===== src/rtl/lin_relu_vec_if.sv =====
// rtl/lin_relu_vec_if.sv - element stream in, result stream out for lin_relu_vec
interface lin_relu_vec_if #(
  parameter int WIDTH = 16
);
  logic                    in_valid;
  logic                    in_ready;
  logic signed [WIDTH-1:0] in_w;
  logic signed [WIDTH-1:0] in_x;
  logic signed [WIDTH-1:0] in_b;
  logic                    in_last;
  logic                    out_valid;
  logic                    out_ready;
  logic signed [WIDTH-1:0] out_y;
  logic                    out_sat;
  logic                    out_len_err;

  modport master (
    output in_valid, in_w, in_x, in_b, in_last, out_ready,
    input  in_ready, out_valid, out_y, out_sat, out_len_err
  );

  modport slave (
    input  in_valid, in_w, in_x, in_b, in_last, out_ready,
    output in_ready, out_valid, out_y, out_sat, out_len_err
  );
endinterface


===== src/rtl/lin_relu_vec.sv =====
// rtl/lin_relu_vec.sv - serial MAC + saturate + ReLU over a vector; LIN_RELU_VEC_LEAKY_EN selects leaky ReLU
module lin_relu_vec #(
  parameter int WIDTH       = 16,
  parameter int MAX_LEN     = 64,
  parameter int ACC_W       = 2*WIDTH + $clog2(MAX_LEN) + 1,
  parameter int LEAKY_SHIFT = 3
) (
  input logic          clk,
  input logic          rst_n,
  lin_relu_vec_if.slave bus
);
  localparam int CNT_W = $clog2(MAX_LEN + 1);
  localparam logic [CNT_W-1:0] CNT_LAST = CNT_W'(MAX_LEN - 1);

  localparam logic [1:0] S_IDLE = 2'd0;
  localparam logic [1:0] S_ACC  = 2'd1;
  localparam logic [1:0] S_OUT  = 2'd2;

  localparam logic signed [ACC_W-1:0] SAT_MAX = {{(ACC_W-WIDTH+1){1'b0}}, {(WIDTH-1){1'b1}}};
  localparam logic signed [ACC_W-1:0] SAT_MIN = {{(ACC_W-WIDTH+1){1'b1}}, {(WIDTH-1){1'b0}}};

  logic [1:0]                state;
  logic signed [ACC_W-1:0]   acc;
  logic [CNT_W-1:0]          count;
  logic                      out_valid_q;
  logic signed [WIDTH-1:0]   out_y_q;
  logic                      out_sat_q;
  logic                      out_len_err_q;

  logic                      accept;
  logic                      forced;
  logic                      beat_last;
  logic signed [2*WIDTH-1:0] prod;
  logic signed [ACC_W-1:0]   acc_base;
  logic signed [ACC_W-1:0]   acc_next;
  logic signed [WIDTH-1:0]   sat_val;
  logic                      sat_hit;
  logic signed [WIDTH-1:0]   y_next;

  assign bus.in_ready    = (state != S_OUT);
  assign bus.out_valid   = out_valid_q;
  assign bus.out_y       = out_y_q;
  assign bus.out_sat     = out_sat_q;
  assign bus.out_len_err = out_len_err_q;

  assign accept    = bus.in_valid && (state != S_OUT);
  assign forced    = (count == CNT_LAST);
  assign beat_last = bus.in_last || forced;

  // Full-width signed product; the bias seeds the accumulator on the first beat only
  assign prod     = bus.in_w * bus.in_x;
  assign acc_base = (state == S_IDLE) ? {{(ACC_W-WIDTH){bus.in_b[WIDTH-1]}}, bus.in_b} : acc;
  assign acc_next = acc_base + {{(ACC_W-2*WIDTH){prod[2*WIDTH-1]}}, prod};

  // Clamp the wide sum into the signed output range and flag any clipping
  always_comb begin
    sat_hit = 1'b0;
    sat_val = acc_next[WIDTH-1:0];
    if (acc_next > SAT_MAX) begin
      sat_hit = 1'b1;
      sat_val = {1'b0, {(WIDTH-1){1'b1}}};
    end else if (acc_next < SAT_MIN) begin
      sat_hit = 1'b1;
      sat_val = {1'b1, {(WIDTH-1){1'b0}}};
    end
  end

  // Activation: negative values are zeroed, or scaled down by a power of two in leaky mode
  always_comb begin
`ifdef LIN_RELU_VEC_LEAKY_EN
    y_next = sat_val[WIDTH-1] ? (sat_val >>> LEAKY_SHIFT) : sat_val;
`else
    y_next = sat_val[WIDTH-1] ? '0 : sat_val;
`endif
  end

  // Accumulate accepted beats, register the result on the final beat, hold it until taken
  always_ff @(posedge clk or negedge rst_n) begin
    if (!rst_n) begin
      state         <= S_IDLE;
      acc           <= '0;
      count         <= '0;
      out_valid_q   <= 1'b0;
      out_y_q       <= '0;
      out_sat_q     <= 1'b0;
      out_len_err_q <= 1'b0;
    end else begin
      case (state)
        S_IDLE, S_ACC: begin
          if (accept) begin
            acc   <= acc_next;
            count <= count + 1'b1;
            if (beat_last) begin
              state         <= S_OUT;
              out_valid_q   <= 1'b1;
              out_y_q       <= y_next;
              out_sat_q     <= sat_hit;
              out_len_err_q <= forced && !bus.in_last;
            end else begin
              state <= S_ACC;
            end
          end
        end
        S_OUT: begin
          if (bus.out_ready) begin
            out_valid_q <= 1'b0;
            acc         <= '0;
            count       <= '0;
            state       <= S_IDLE;
          end
        end
        default: state <= S_IDLE;
      endcase
    end
  end
endmodule


===== src/flat_wrapper.sv =====
// flat-port wrapper written by rule: the top's interface ports become plain ports
module lin_relu_vec_flat 
#(
  parameter int WIDTH       = 16,
  parameter int MAX_LEN     = 64,
  parameter int ACC_W       = 2*WIDTH + $clog2(MAX_LEN) + 1,
  parameter int LEAKY_SHIFT = 3
)
  (clk, rst_n, bus_in_valid, bus_in_w, bus_in_x, bus_in_b, bus_in_last, bus_out_ready, bus_in_ready, bus_out_valid, bus_out_y, bus_out_sat, bus_out_len_err);
  lin_relu_vec_if #(.WIDTH(WIDTH)) bus_i ();
  input logic clk;
  input logic rst_n;
  input wire logic [$bits(bus_i.in_valid)-1:0] bus_in_valid;
  input wire logic [$bits(bus_i.in_w)-1:0] bus_in_w;
  input wire logic [$bits(bus_i.in_x)-1:0] bus_in_x;
  input wire logic [$bits(bus_i.in_b)-1:0] bus_in_b;
  input wire logic [$bits(bus_i.in_last)-1:0] bus_in_last;
  input wire logic [$bits(bus_i.out_ready)-1:0] bus_out_ready;
  output wire logic [$bits(bus_i.in_ready)-1:0] bus_in_ready;
  output wire logic [$bits(bus_i.out_valid)-1:0] bus_out_valid;
  output wire logic [$bits(bus_i.out_y)-1:0] bus_out_y;
  output wire logic [$bits(bus_i.out_sat)-1:0] bus_out_sat;
  output wire logic [$bits(bus_i.out_len_err)-1:0] bus_out_len_err;
  assign bus_i.in_valid = bus_in_valid;
  assign bus_i.in_w = bus_in_w;
  assign bus_i.in_x = bus_in_x;
  assign bus_i.in_b = bus_in_b;
  assign bus_i.in_last = bus_in_last;
  assign bus_i.out_ready = bus_out_ready;
  assign bus_in_ready = bus_i.in_ready;
  assign bus_out_valid = bus_i.out_valid;
  assign bus_out_y = bus_i.out_y;
  assign bus_out_sat = bus_i.out_sat;
  assign bus_out_len_err = bus_i.out_len_err;
  lin_relu_vec #(.WIDTH(WIDTH), .MAX_LEN(MAX_LEN), .ACC_W(ACC_W), .LEAKY_SHIFT(LEAKY_SHIFT)) u_core (.clk(clk), .rst_n(rst_n), .bus(bus_i));
endmodule

===== config.mk =====
export PLATFORM = sky130hd
export DESIGN_NAME = lin_relu_vec_flat
export DESIGN_NICKNAME = d
export VERILOG_FILES = /design/src/rtl/lin_relu_vec_if.sv /design/src/rtl/lin_relu_vec.sv /design/src/flat_wrapper.sv
export SDC_FILE = /design/constraint.sdc
export NUM_CORES = 1
export LEC_CHECK = 0
export BUFFER_PORTS_ARGS = -buffer_cell sky130_fd_sc_hd__buf_2
export CAP_MARGIN = 0
export CORE_MARGIN = 2
export CORE_UTILIZATION = 29
export DETAILED_ROUTE_END_ITERATION = 10
export PLACE_DENSITY = 0.49
export SETUP_SLACK_MARGIN = 0.05
export SLEW_MARGIN = 20
export SYNTH_ARGS = -nofsm -noshare
export SYNTH_HDL_FRONTEND = slang
export SYNTH_SLANG_ARGS = --single-unit

===== constraint.sdc =====
create_clock -name clk -period 8 [get_ports clk]
set_input_delay 0.8 -clock clk [delete_from_list [all_inputs] [get_ports clk]]
set_output_delay 0.8 -clock clk [all_outputs]
set_load 0.05 [all_outputs]

==> out/summary.md, run 1 <==
The run finished, with violations left. The checks that failed: setup timing. The total setup violations reported at the end of the flow is 20.

In the routed design, unresolved DRC markers number 0. By area the synthesized netlist is led by fa_1 35%, dfrtp_1 11%, ha_1 10%. The most frequent cell on the critical path is fa_1.

The first global-routing pass estimated 70.3 mm of wire. For this block, the initial DRC count from the detailed router was 565. The core region is 52200 um2. The average wire length per cell after detail routing was 14.8 um; the portion of synthesized cell area occupied by the leading cell type was 34.6%. The critical path contains buffers and inverters numbering 12 combined. The most common cell in the netlist was inv_1.

The first element of the critical path was bus_in_x[4]. Global routing used 15.9% of the available tracks. The logs give -13.98 ns for the accumulated negative setup slack and 41.4 mm for the final routed wirelength across all metal layers. After global routing the overflow that remains totals 0. The dominant cell type by area after synthesis is fa_1.

The die is 233 um tall. The final layout contains 2543 nets. The tools report the worst-case setup margin in the final layout as -0.857 ns. STA classifies the critical path startpoint as an input pin. The share of the yosys chip area belonging to registers was 10.8%; the area growth from synthesis to final layout was 29.2%. The post-synthesis instance area was 15200 um2. No sink is reached through more buffers than the 2 on the longest clock path. For the pin with the worst max-slew slack, the measured transition is 0.990 ns. Across all register-to-register paths, the minimum setup slack is 2.87 ns.

The number of nets in the synthesized netlist is 2205, and the reported max-cap violation count is 0. The cell type group with the largest total delay on the critical path was adder cells. Post-placement cell area: 18600 um2. The startpoint identified for the worst register-to-register timing path is u_core.state[1]$_DFFE_PN0P_.

In this run the number of H-tree levels came out at 3. The mean cell area of the mapped netlist was 8.62 um2; the number of buffers inserted during clock tree synthesis was 9. Type of element capturing the critical path: a flip-flop.

The largest individual stage delay along the critical path comes from the cell fa_1. Data on the critical path arrives at its endpoint at 9.13 ns. The worst setup path category was in2reg. Clock skew on the completed layout was measured at 0.0104 ns.

The tightest hold path in the finished design has a slack of 0.484 ns. The run gives 67 as the largest net degree at the start of global routing. At the end of routability-driven placement, the weighted congestion stood at 0.867. In this run, synthesis inferred 0 flip-flops with an integrated enable. Initial antenna violation count: 0. The number of failing hold endpoints at the final stage came out at 0.

From left edge to right edge, the die measures 233 um. TritonCTS built the clock tree. For the number of global-route vias before repair, the log shows 13699. The detail route stage leaves a number of antenna-violating nets equal to 0. The tools report the timing-limited maximum frequency as 0.113 GHz. For this run, asynchronously set or reset flops after synthesis account for 100%. The instance count of the mapped netlist is 1767, and the minimum clock period after layout is 8.86 ns. The worst-skew pair later-pin latency is 0.34 ns. Sorting the synthesized cells by how often they occur yields 307 x inv_1, 263 x fa_1, 227 x nand2_1. The number of antenna diodes in the final layout is 0.

Row generation in the floorplan step produced 84 rows. The area of the die was 54400 um2. The multi-input combinational cells in the finished layout cover a total of 12700 um2.

The delay contributed by the slowest stage of the critical path is 0.55 ns, and the count of fill cells added during filler insertion is 5338. Total of warnings raised by yosys: 0. The worst reg2reg path depth works out to 22. The tightest min-delay check is of the reg2reg type. After clock tree synthesis, the clock-pin slew on the worst setup and hold paths is 0.06 ns. Once the floorplan was initialized, standard cells occupied 29.2% of the core. The final critical-path share of the clock period is 111%, and the post-route cell area is 19700 um2. The tree is rooted in a clkbuf_16. The number of different library cells used by synthesis comes to 71.

The tools report the endpoint of the worst setup timing path as u_core.bus.out_sat$_DFFE_PN0P_. The required time of the worst setup path was 8.27 ns; the half-perimeter wire length after detailed placement was 35.3 mm. The synthesized design contains 66 register bits. The sequential cells in the finished layout cover a total of 1650 um2. 73 I/O pins were placed.

Buffers placed on the I/O ports in this run total 71. Detailed routing inserted a total of 12905 vias. For this run, the detailed router's first-pass iteration total came to 4.

The most used flip-flop cell after synthesis is dfrtp_1. The endpoint identified for the worst register-to-register timing path is u_core.bus.out_y[11]$_DFFE_PN0P_. Headroom to the max-slew limit came out at 34.0%. Setup repair after global routing could not meet its margin everywhere.

The detailed-route vias per instance came out at 4.61. The ratio of cells with drive above 1 in the final layout was 26.2%; the number of cells on the critical path was 42. The clock net in this run drives a total of 66 sinks. The number of pins exceeding their max-slew limit in the final report came out at 0. The maximum fanout along the worst path works out to 5.
## what timing repair did
item                       in CTS  in global routing
setup endpoints to repair      23                 27
cloned                          2                  1
gates resized for setup        89                 68
pin swaps                      27                 29
hold endpoints to repair        0                  0
buffers inserted               17                  9
hold buffers                    0                  0
## worst reg2reg max path: stages, from the launching register on
cell       delay (ns)
dfrtp_1          0.43
nor2_1           0.11
buf_4            0.23
and2_0           0.80
a21o_1           0.18
ha_1             0.27
buf_4            0.15
nand2_1          0.15
a21oi_1          0.11
a221oi_2         0.31
nand3_1          0.21
a21boi_2         0.22
buf_4            0.13
o31ai_2          0.06
a211o_1          0.31
a31oi_2          0.19
xor2_1           0.11
nand4b_1         0.26
nor4_4           0.28
buf_4            0.19
clkbuf_16        0.17
o21ai_1          0.08
a21oi_2          0.13
## final cells by class
class	instances	area share, %
inverter	307	5.87
clock buffer	9	1.14
timing repair buffer	395	15.2
clock inverter	6	0.343
sequential	66	8.39
multi-input combinational	1326	64.7
tap	688	4.37
## worst min-delay path by stage
stage	to	cells after the start	startpoint
finish	u_core.acc[10]$_DFFE_PN0P_	2	u_core.acc[10]$_DFFE_PN0P_
global route	u_core.acc[17]$_DFFE_PN0P_	2	u_core.acc[17]$_DFFE_PN0P_
floorplan	u_core.acc[10]$_DFFE_PN0P_	2	u_core.acc[10]$_DFFE_PN0P_
detailed placement	u_core.acc[10]$_DFFE_PN0P_	2	u_core.acc[10]$_DFFE_PN0P_
global placement	u_core.acc[14]$_DFFE_PN0P_	2	u_core.acc[14]$_DFFE_PN0P_
CTS	u_core.acc[10]$_DFFE_PN0P_	2	u_core.acc[10]$_DFFE_PN0P_
## sequential cells by signal, summed over array words and instances, names as in the netlist
register and cells:
u_core.bus.out_len_err 1, u_core.bus.out_y 15, u_core.bus.out_valid 1, u_core.state 2, u_core.bus.out_sat 1, u_core.acc 39, u_core.count 7
## cells in the final DEF, fill, tap and decap left out, drive strengths merged, types with 13 or more instances in the layout
cell | netlist | final
buf | 7 | 394
nor2 | 99 | 99
a21oi | 82 | 82
nand2 | 227 | 227
xor2 | 25 | 25
nor3 | 17 | 17
and2 | 127 | 127
inv | 307 | 308
xnor2 | 47 | 47
fa | 263 | 263
ha | 122 | 122
a21o | 40 | 40
o21a | 13 | 13
nand3 | 38 | 38
dfrtp | 66 | 66
o21ai | 90 | 90
## routing by layer
metal	wire (um)	GRT usage, %	part of all wire (%)	up-vias
li1	-	-	-	6238
met3	1010	1.16	2.4	19
met4	274	2.07	0.66	0
met1	18400	21.5	45	6493
met2	21700	28.6	52	155
met5	0	0	0	-
## logic make-up after synthesis
logic type      after synthesis  share of synthesized area (%)
compound gates              295                           12.5
other cells                   1                         0.0246
simple gates                568                           17.7
mux                           3                          0.197
buf+inv                     375                           9.44
fa+ha+maj                   385                           44.6
xor+xnor                     74                           4.71
flops                        66                           10.8
## metrics by stage
step           utilization, %  setup slack, ns  cells
2_1_floorplan               -           -0.731   1767
3_3_place_gp             35.5            -1.24   2753
3_5_place_dp             35.5            -1.33   2753
4_1_cts                  37.0           -0.849   2787
5_1_grt                  37.7            -1.28   2797
6_report                 37.7           -0.857   2797
Power of run 1 is not shown: default switching activity piles up to over one toggle a cycle in this logic, so the estimate is an artifact.
==> run 2: changes to the inputs <==
ABC_AREA = 1   (was not set)
CAP_MARGIN = 20   (was 0)
CTS_CLUSTER_SIZE = 30   (was not set)
==> run 2 against run 1 <==
Effect of this change: the run still ends with setup timing left; wire length is 15% higher; design area up 6.7%; non-clock buffer count decreased by 42; synthesized cell count up 30%; setup slack improved by 0.82 ns; count of clock-buffer cells in the layout increased by 2; critical path type unchanged; clock skew is 0.0012 ns higher; hold slack lost 0.0064 ns; critical path depth grew 2.
==> out/summary.md, run 2 <==
Total of warnings raised by yosys: 0 (unchanged). The highest-delay cell along the critical path is fa_1 (unchanged). The worst-skew pair later-pin latency was 0.34 ns (about the same); the total setup violations reported at the end of the flow was 8 (was 20). The number of flops mapped to enable cells by yosys came out at 0 (unchanged).

Total via count in the routed design: 14725 (was 12905). The delay contributed by the slowest stage of the critical path is 0.54 ns (was 0.55 ns). The number of buffers added on ports was 71 (unchanged); the instance count of the mapped netlist was 2303 (was 1767). The minimum clock period after layout came out at 8.03 ns (was 8.86 ns).

Highest-count cells in the layout ignoring fill and taps: 606 x inv_1, 573 x nand2_1, 278 x buf_4 (was 307 x buf_4, 297 x inv_1, 257 x fa_1). The run gives -0.814 ns (was -1.33 ns) as the worst setup slack before clock tree synthesis. The mean cell area of the mapped netlist works out to 7.15 um2 (was 8.62 um2).

The tools report the required time of the worst setup path as 8.21 ns (was 8.27 ns). Violations in the final reports: setup timing (unchanged). Portion of synthesized cell area occupied by the leading cell type: 32.0% (was 34.6%).

The run gives 47.5 mm (was 41.4 mm) as the final routed wirelength across all metal layers. Largest cells by area after synthesis: fa_1 32%, inv_1 15%, nand2_1 14% (was fa_1 35%, dfrtp_1 11%, ha_1 10%). Half-perimeter wire length after detailed placement: 41.0 mm (was 35.3 mm). The number of clock sinks was 66 (unchanged). The tools report the area of the die as 58700 um2 (was 54400 um2).

The count of TritonRoute iterations in the first routing pass came out at 5 (was 4). The worst setup path category is in2reg (unchanged). The final instance count without filler cells came out at 3348 (was 2797). For the global-route total usage across every layer, the log shows 16.6% (was 15.9%). Most common cell in the netlist: inv_1 (unchanged).

The logs give 15488 (was 13699) for the number of global-route vias before repair and 87 (was 84) for the site row count. Number of nets in the synthesized netlist: 2741 (was 2205). The number of failing hold endpoints at the final stage was 0 (unchanged); the number of buffers inserted during clock tree synthesis was 9 (unchanged).

The flip-flop count of the largest register after layout was 39 (unchanged); the total overflow reported by the global router was 0 (unchanged). Setup repair after global routing could not meet its margin everywhere. The signal arrival time at the worst endpoint was 8.25 ns (was 9.13 ns). Area growth from synthesis to final layout: 27.6% (was 29.2%). The final critical-path share of the clock period was 100% (was 111%).

The register with the highest flop count is u_core.acc (unchanged). The number of DRC violations after detailed-routing iteration 0 is 677 (was 565), and the maximum fanout along the worst path is 8 (was 5). The number of top-level design ports was 73 (unchanged); the post-synthesis instance area was 16500 um2 (was 15200 um2). The share of the yosys chip area belonging to registers is 10.0% (was 10.8%). The path class of the lowest-slack min-delay path was reg2reg (unchanged). The number of register bits inferred by synthesis works out to 66 (unchanged). The type of element capturing the critical path is a flip-flop (unchanged). The count of H-tree levels built during CTS was 3 (unchanged); the detailed-route vias per instance was 4.40 (was 4.61). The commonest non-fill, non-tap cell in the layout was inv_1 (was buf_4). For the hold buffer count at cts, the log shows 0 (unchanged).

The reported max-cap violation count was 0 (unchanged); the initial core utilization was 29.2% (about the same). The transition time of the tightest slew-check pin works out to 0.942 ns (was 0.990 ns). The DRC violation count after routing was 0 (unchanged).

The nature of the critical path startpoint was an input pin (unchanged). The prevailing post-synth register cell is dfrtp_1 (unchanged). The wire length of the first global-routing pass was 79.8 mm (was 70.3 mm). The final weighted congestion of routability-driven global placement came out at 0.864 (was 0.867).

The worst slew margin relative to its limit came out at 37.1% (was 34.0%). The average wire length per cell after detail routing came out at 14.2 um (was 14.8 um). The largest net degree at the start of global routing is 67 (unchanged). The flow ran to the end, but the final reports show violations. For the remaining antenna violation count, the log shows 0 (unchanged). Final core area utilization: 37.3% (was 37.7%). The height of the chip is 242 um (was 233 um).

The number of pins exceeding their max-slew limit in the final report came out at 0 (unchanged). The number of placed instances with taps included is 3313 (was 2753), and the worst-case setup margin in the final layout is -0.0326 ns (was -0.857 ns). The tools report the number of nets in the finished design as 3025 (was 2543). Synth top cells by count: 636 x inv_1, 609 x nand2_1, 263 x fa_1 (was 307 x inv_1, 263 x fa_1, 227 x nand2_1). The horizontal die dimension works out to 242 um (was 233 um). The core box area came out at 56300 um2 (was 52200 um2). For the antenna diode instance count, the log shows 0 (unchanged). The dominant cell type by area after synthesis was fa_1 (unchanged).

Count of fill cells added during filler insertion: 5953 (was 5338). The initial antenna violation count was 0 (unchanged); the maximum clock skew at final layout was 0.0115 ns (was 0.0104 ns). The library cell used as clock root buffer is clkbuf_16 (unchanged). TritonCTS built the clock tree. Async set or reset register ratio after synthesis: 100% (unchanged). The ratio of cells with drive above 1 in the final layout came out at 23.4% (was 26.2%).

The distinct cell type count after synthesis was 45 (was 71). The maximum clock path buffer count came out at 2 (unchanged). Timing-limited maximum frequency: 0.124 GHz (was 0.113 GHz). The clock transition at the registers of the reported paths is 0.05 ns (was 0.06 ns).
run 2: cell types whose count changed in the layout (fill, tap and decap cells not counted), moves of 30 or more:
| cell | previous run | this run |
|---|---|---|
| and2_1 | 114 | 0 |
| nand2_1 | 223 | 573 |
| nand3_1 | 38 | 68 |
| a21o_1 | 40 | 6 |
| nand2_2 | 4 | 50 |
| inv_1 | 297 | 606 |
run 2: logic make-up (layout without fill, tap and decap cells):
family | after synthesis | in the layout | synth area share (%)
simple gates | 888 | 888 | 22.6
buf+inv | 722 | 1011 | 16.7
fa+ha+maj | 385 | 385 | 41.3
compound gates | 196 | 196 | 6.92
flops | 66 | 66 | 10.0
xor+xnor | 45 | 45 | 2.44
other cells | 1 | 1 | 0.0228
run 2: timing repair:
| action | in CTS | in global routing |
|---|---|---|
| setup buffers | 11 | 7 |
| gates resized for setup | 73 | 167 |
| setup endpoints to repair | 17 | 23 |
| pin swaps | 59 | 99 |
| gates cloned | 1 | 1 |
run 2: layout make-up:
| type | count | area (um2) | area share (%) |
|---|---|---|---|
| Clock inverter | 5 | 55.1 | 0.262 |
| Timing Repair Buffer | 353 | 2790 | 13.3 |
| Inverter | 642 | 2410 | 11.5 |
| Sequential cell | 66 | 1650 | 7.86 |
| Tap cell | 756 | 946 | 4.50 |
| Multi-Input combinational cell | 1515 | 12900 | 61.5 |
| Clock buffer | 11 | 233 | 1.11 |
run 2: path summary, 6_finish.rpt:
path,cells past startpoint,endpoint,from,slack [ns]
max in group asynchronous,2,u_core.acc[8]$_DFFE_PN0P_,rst_n,6.74
worst min-delay path,2,u_core.bus.out_valid$_DFFE_PN0P_,u_core.bus.out_valid$_DFFE_PN0P_,0.48
min in group asynchronous,2,u_core.acc[35]$_DFFE_PN0P_,rst_n,0.66
worst min register to register,2,u_core.bus.out_valid$_DFFE_PN0P_,u_core.bus.out_valid$_DFFE_PN0P_,0.48
worst max register to register,23,u_core.bus.out_y[12]$_DFFE_PN0P_,u_core.state[0]$_DFFE_PN0P_,3.22
worst max-delay path,44,u_core.bus.out_y[12]$_DFFE_PN0P_,bus_in_w[6],-0.03
run 2: metal layers:
layer | vias to the layer above | GRT usage, % | routed length [um]
met5 | - | 0 | 0
met4 | 0 | 3.01 | 624
li1 | 7292 | - | -
met1 | 7167 | 23.4 | 22700
met3 | 41 | 1.33 | 1450
met2 | 225 | 28.1 | 22800
run 2: per-stage QoR:
step / hold WS (ns) / setup TNS, ns / instance area, um2
finish: 0.478 / -0.193 / 21000
global route: 0.521 / -6.59 / 21000
CTS: 0.483 / -1.56 / 20300
detailed placement: 0.469 / -13.10 / 19700
global placement: 0.467 / -12.99 / 19700
floorplan: 0.448 / 0 / 17000
run 2: worst max-delay path, delay by kind of cell:
family | cells | cell delay [ns]
AND/OR/NAND/NOR | 10 | 0.85
buffers and inverters | 17 | 1.67
XOR/XNOR | 1 | 0.15
AO/OA/AOI/OAI | 8 | 1.24
adder cells (fa/ha/maj) | 8 | 3.51
Power of run 2 is left out for the same reason.
==> run 3: changes to the inputs <==
CELL_PAD_IN_SITES_DETAIL_PLACEMENT = 0   (was not set)
CELL_PAD_IN_SITES_GLOBAL_PLACEMENT = 1   (was not set)
PLACE_DENSITY = 0.6   (was 0.49)
==> run 3 against run 2 <==
Effect of this change: the run still ends with setup timing left; count of clock-buffer cells in the layout down 2; hold slack better by 0.0054 ns; first-iteration DRC count down 23%; die area unchanged; sequential share of layout area about the same; global-route usage up 0.22 points; cell count up 0.66%; fmax down 2.1%; critical endpoint is now u_core.bus.out_sat$_DFFE_PN0P_; largest cell class unchanged.
==> out/summary.md, run 3 (synthesis gave the netlist of run 2 again) <==
The flow ran to the end, but the final reports show violations. Violations in the final reports: setup timing (unchanged). Timing-limited maximum frequency: 0.122 GHz (was 0.124 GHz).

Final critical-path share of the clock period: 103% (was 100%). The hold path endpoint is u_core.bus.out_valid$_DFFE_PN0P_ (unchanged). Cell depth of the worst hold path: 2 (unchanged).

The number of top-level design ports was 73 (unchanged); the final instance count without filler cells was 3370 (was 3348). The area growth from synthesis to final layout works out to 28.2% (was 27.6%). The worst setup slack before clock tree synthesis is -0.883 ns (was -0.814 ns). The total via count in the routed design is 14852 (was 14725).

The start point of the worst hold path is u_core.bus.out_valid$_DFFE_PN0P_ (unchanged). The run gives 16.8% (was 16.6%) as the global-route total usage across every layer. The DRC violation count after routing came out at 0 (unchanged). Number of global-route vias before repair: 15742 (was 15488). The tools report the worst slew margin relative to its limit as 34.8% (was 37.1%).

The ratio of cells with drive above 1 in the final layout is 23.7% (was 23.4%), and the height of the chip is 242 um (unchanged). The minimum clock period after layout is 8.21 ns (was 8.03 ns). The number of pins exceeding their max-slew limit in the final report was 0 (unchanged); the worst reg2reg path depth was 26 (was 23). The required time of the worst setup path is 8.21 ns (about the same). The tools report the half-perimeter wire length after detailed placement as 41.5 mm (was 41.0 mm).

The reported max-cap violation count is 0 (unchanged). For the worst-skew pair later-pin latency, the log shows 0.33 ns (was 0.34 ns). The detailed-route vias per instance works out to 4.41 (was 4.40). Antenna diode instance count: 0 (unchanged). Highest-count cells in the layout ignoring fill and taps: 607 x inv_1, 576 x nand2_1, 296 x buf_4 (was 606 x inv_1, 573 x nand2_1, 278 x buf_4).

Initial core utilization: 29.2% (unchanged). For the hold buffer count at cts, the log shows 0 (unchanged). The tools report the count of H-tree levels built during CTS as 3 (unchanged). For the signal arrival time at the worst endpoint, the log shows 8.42 ns (was 8.25 ns). The run gives 5948 (was 5953) as the count of fill cells added during filler insertion.

For the worst setup slack for register-to-register paths, the log shows 3.20 ns (was 3.22 ns). The post-route cell area was 21100 um2 (was 21000 um2). The commonest non-fill, non-tap cell in the layout is inv_1 (unchanged). Critical register-to-register path endpoint: u_core.bus.out_y[13]$_DFFE_PN0P_ (was u_core.bus.out_y[12]$_DFFE_PN0P_). The number of buffers added on ports was 71 (unchanged); the flip-flop count of the largest register after layout was 39 (unchanged). The final weighted congestion of routability-driven global placement is 0.859 (was 0.864). The register with the highest flop count was u_core.acc (unchanged). The logs give 1 (was 0) for the initial antenna violation count and 0 (unchanged) for the total overflow reported by the global router. Highest-delay cell along the critical path: fa_1 (unchanged). The maximum clock skew at final layout came out at 0.0110 ns (was 0.0115 ns).

The number of nets in the finished design came out at 3047 (was 3025). Horizontal die dimension: 242 um (unchanged). The transition time of the tightest slew-check pin was 0.976 ns (was 0.942 ns).

The nature of the critical path startpoint was an input pin (unchanged). The tools report the library cell used as clock root buffer as clkbuf_16 (unchanged). The reg-to-reg critical path startpoint is u_core.state[0]$_DFFE_PN0P_ (unchanged). The average wire length per cell after detail routing was 14.2 um (about the same); the maximum fanout along the worst path was 9 (was 8). The clock transition at the registers of the reported paths came out at 0.05 ns (about the same). The run gives 67 (unchanged) as the largest net degree at the start of global routing.

The type of element capturing the critical path is a flip-flop (unchanged). TritonCTS built the clock tree. The number of DRC violations after detailed-routing iteration 0 is 520 (was 677), and the count of TritonRoute iterations in the first routing pass is 5 (unchanged). Setup repair after global routing could not meet its margin everywhere. The post-placement cell area is 19800 um2 (was 19700 um2), and the remaining antenna violation count is 0 (unchanged). The delay contributed by the slowest stage of the critical path was 0.57 ns (was 0.54 ns). The logs give 16 (was 8) for the total setup violations reported at the end of the flow and 80.8 mm (was 79.8 mm) for the wire length of the first global-routing pass. The most frequent cell on the critical path is fa_1. The final routed wirelength across all metal layers was 47.9 mm (was 47.5 mm); the maximum clock path buffer count was 2 (unchanged). The core box area is 56300 um2 (unchanged), and the worst-case setup margin in the final layout is -0.209 ns (was -0.0326 ns). Number of placed instances with taps included: 3324 (was 3313). The area of the die was 58700 um2 (unchanged); the number of clock sinks was 66 (unchanged). The worst setup path category was in2reg (unchanged). For the site row count, the log shows 87 (unchanged). Path class of the lowest-slack min-delay path: reg2reg (unchanged). The number of buffers inserted during clock tree synthesis is 9 (unchanged), and the number of failing hold endpoints at the final stage is 0 (unchanged).
-- run 3: critical path, delay by kind of cell --
family | cells | cell delay [ns]
AND/OR/NAND/NOR | 14 | 1.36
adder cells (fa/ha/maj) | 8 | 3.76
AO/OA/AOI/OAI | 9 | 1.14
XOR/XNOR | 1 | 0.28
buffers and inverters | 12 | 1.09
-- run 3: area by class of cell --
| class | instances | area [um2] | share of cell area (%) |
|---|---|---|---|
| clock buffers | 9 | 225 | 1.07 |
| clock inverters | 7 | 70.1 | 0.332 |
| inverters | 642 | 2410 | 11.4 |
| multi-input cells | 1515 | 12800 | 60.7 |
| flip-flops and latches | 66 | 1650 | 7.83 |
| well taps | 756 | 946 | 4.48 |
| repair buffers | 375 | 2990 | 14.2 |
-- run 3: worst max-delay path by stage --
stage	to	start	cells past startpoint	slack [ns]
after global routing	u_core.bus.out_y[8]$_DFFE_PN0P_	bus_in_w[6]	45	-0.52
after CTS	u_core.bus.out_y[7]$_DFFE_PN0P_	bus_in_w[6]	42	-0.19
after floorplan	u_core.bus.out_y[10]$_DFFE_PN0P_	bus_in_x[4]	43	0.01
final	u_core.bus.out_sat$_DFFE_PN0P_	bus_in_x[9]	44	-0.21
after global placement	u_core.bus.out_y[2]$_DFFE_PN0P_	bus_in_x[4]	35	-0.92
after detailed placement	u_core.bus.out_y[1]$_DFFE_PN0P_	bus_in_x[4]	35	-0.88
-- run 3: repair_timing --
item | 4_1_cts | 5_1_grt
setup endpoints to repair | 20 | 21
cloned | 1 | 1
pin swaps | 38 | 77
buffers inserted | 21 | 13
gates resized for setup | 106 | 99
-- run 3: per-layer routing --
metal  global-route usage (%)  share of wire (%)  routed length, um  vias to the layer above
met5                        0                  0                  0                        -
met4                     3.05                1.5                733                        0
met3                     1.20                2.3               1090                       48
met2                     29.3                 49              23700                      188
met1                     23.2                 47              22400                     7265
li1                         -                  -                  -                     7351
-- run 3: metrics by stage --
| step | utilization [%] | hold slack [ns] | setup TNS, ns |
|---|---|---|---|
| 2_1_floorplan | - | 0.448 | 0 |
| 3_3_place_gp | 35.2 | 0.469 | -17.20 |
| 3_5_place_dp | 35.2 | 0.467 | -16.04 |
| 4_1_cts | 36.7 | 0.487 | -2.77 |
| 5_1_grt | 37.5 | 0.527 | -8.09 |
| 6_report | 37.5 | 0.483 | -2.97 |
Power of run 3 is left out for the same reason.
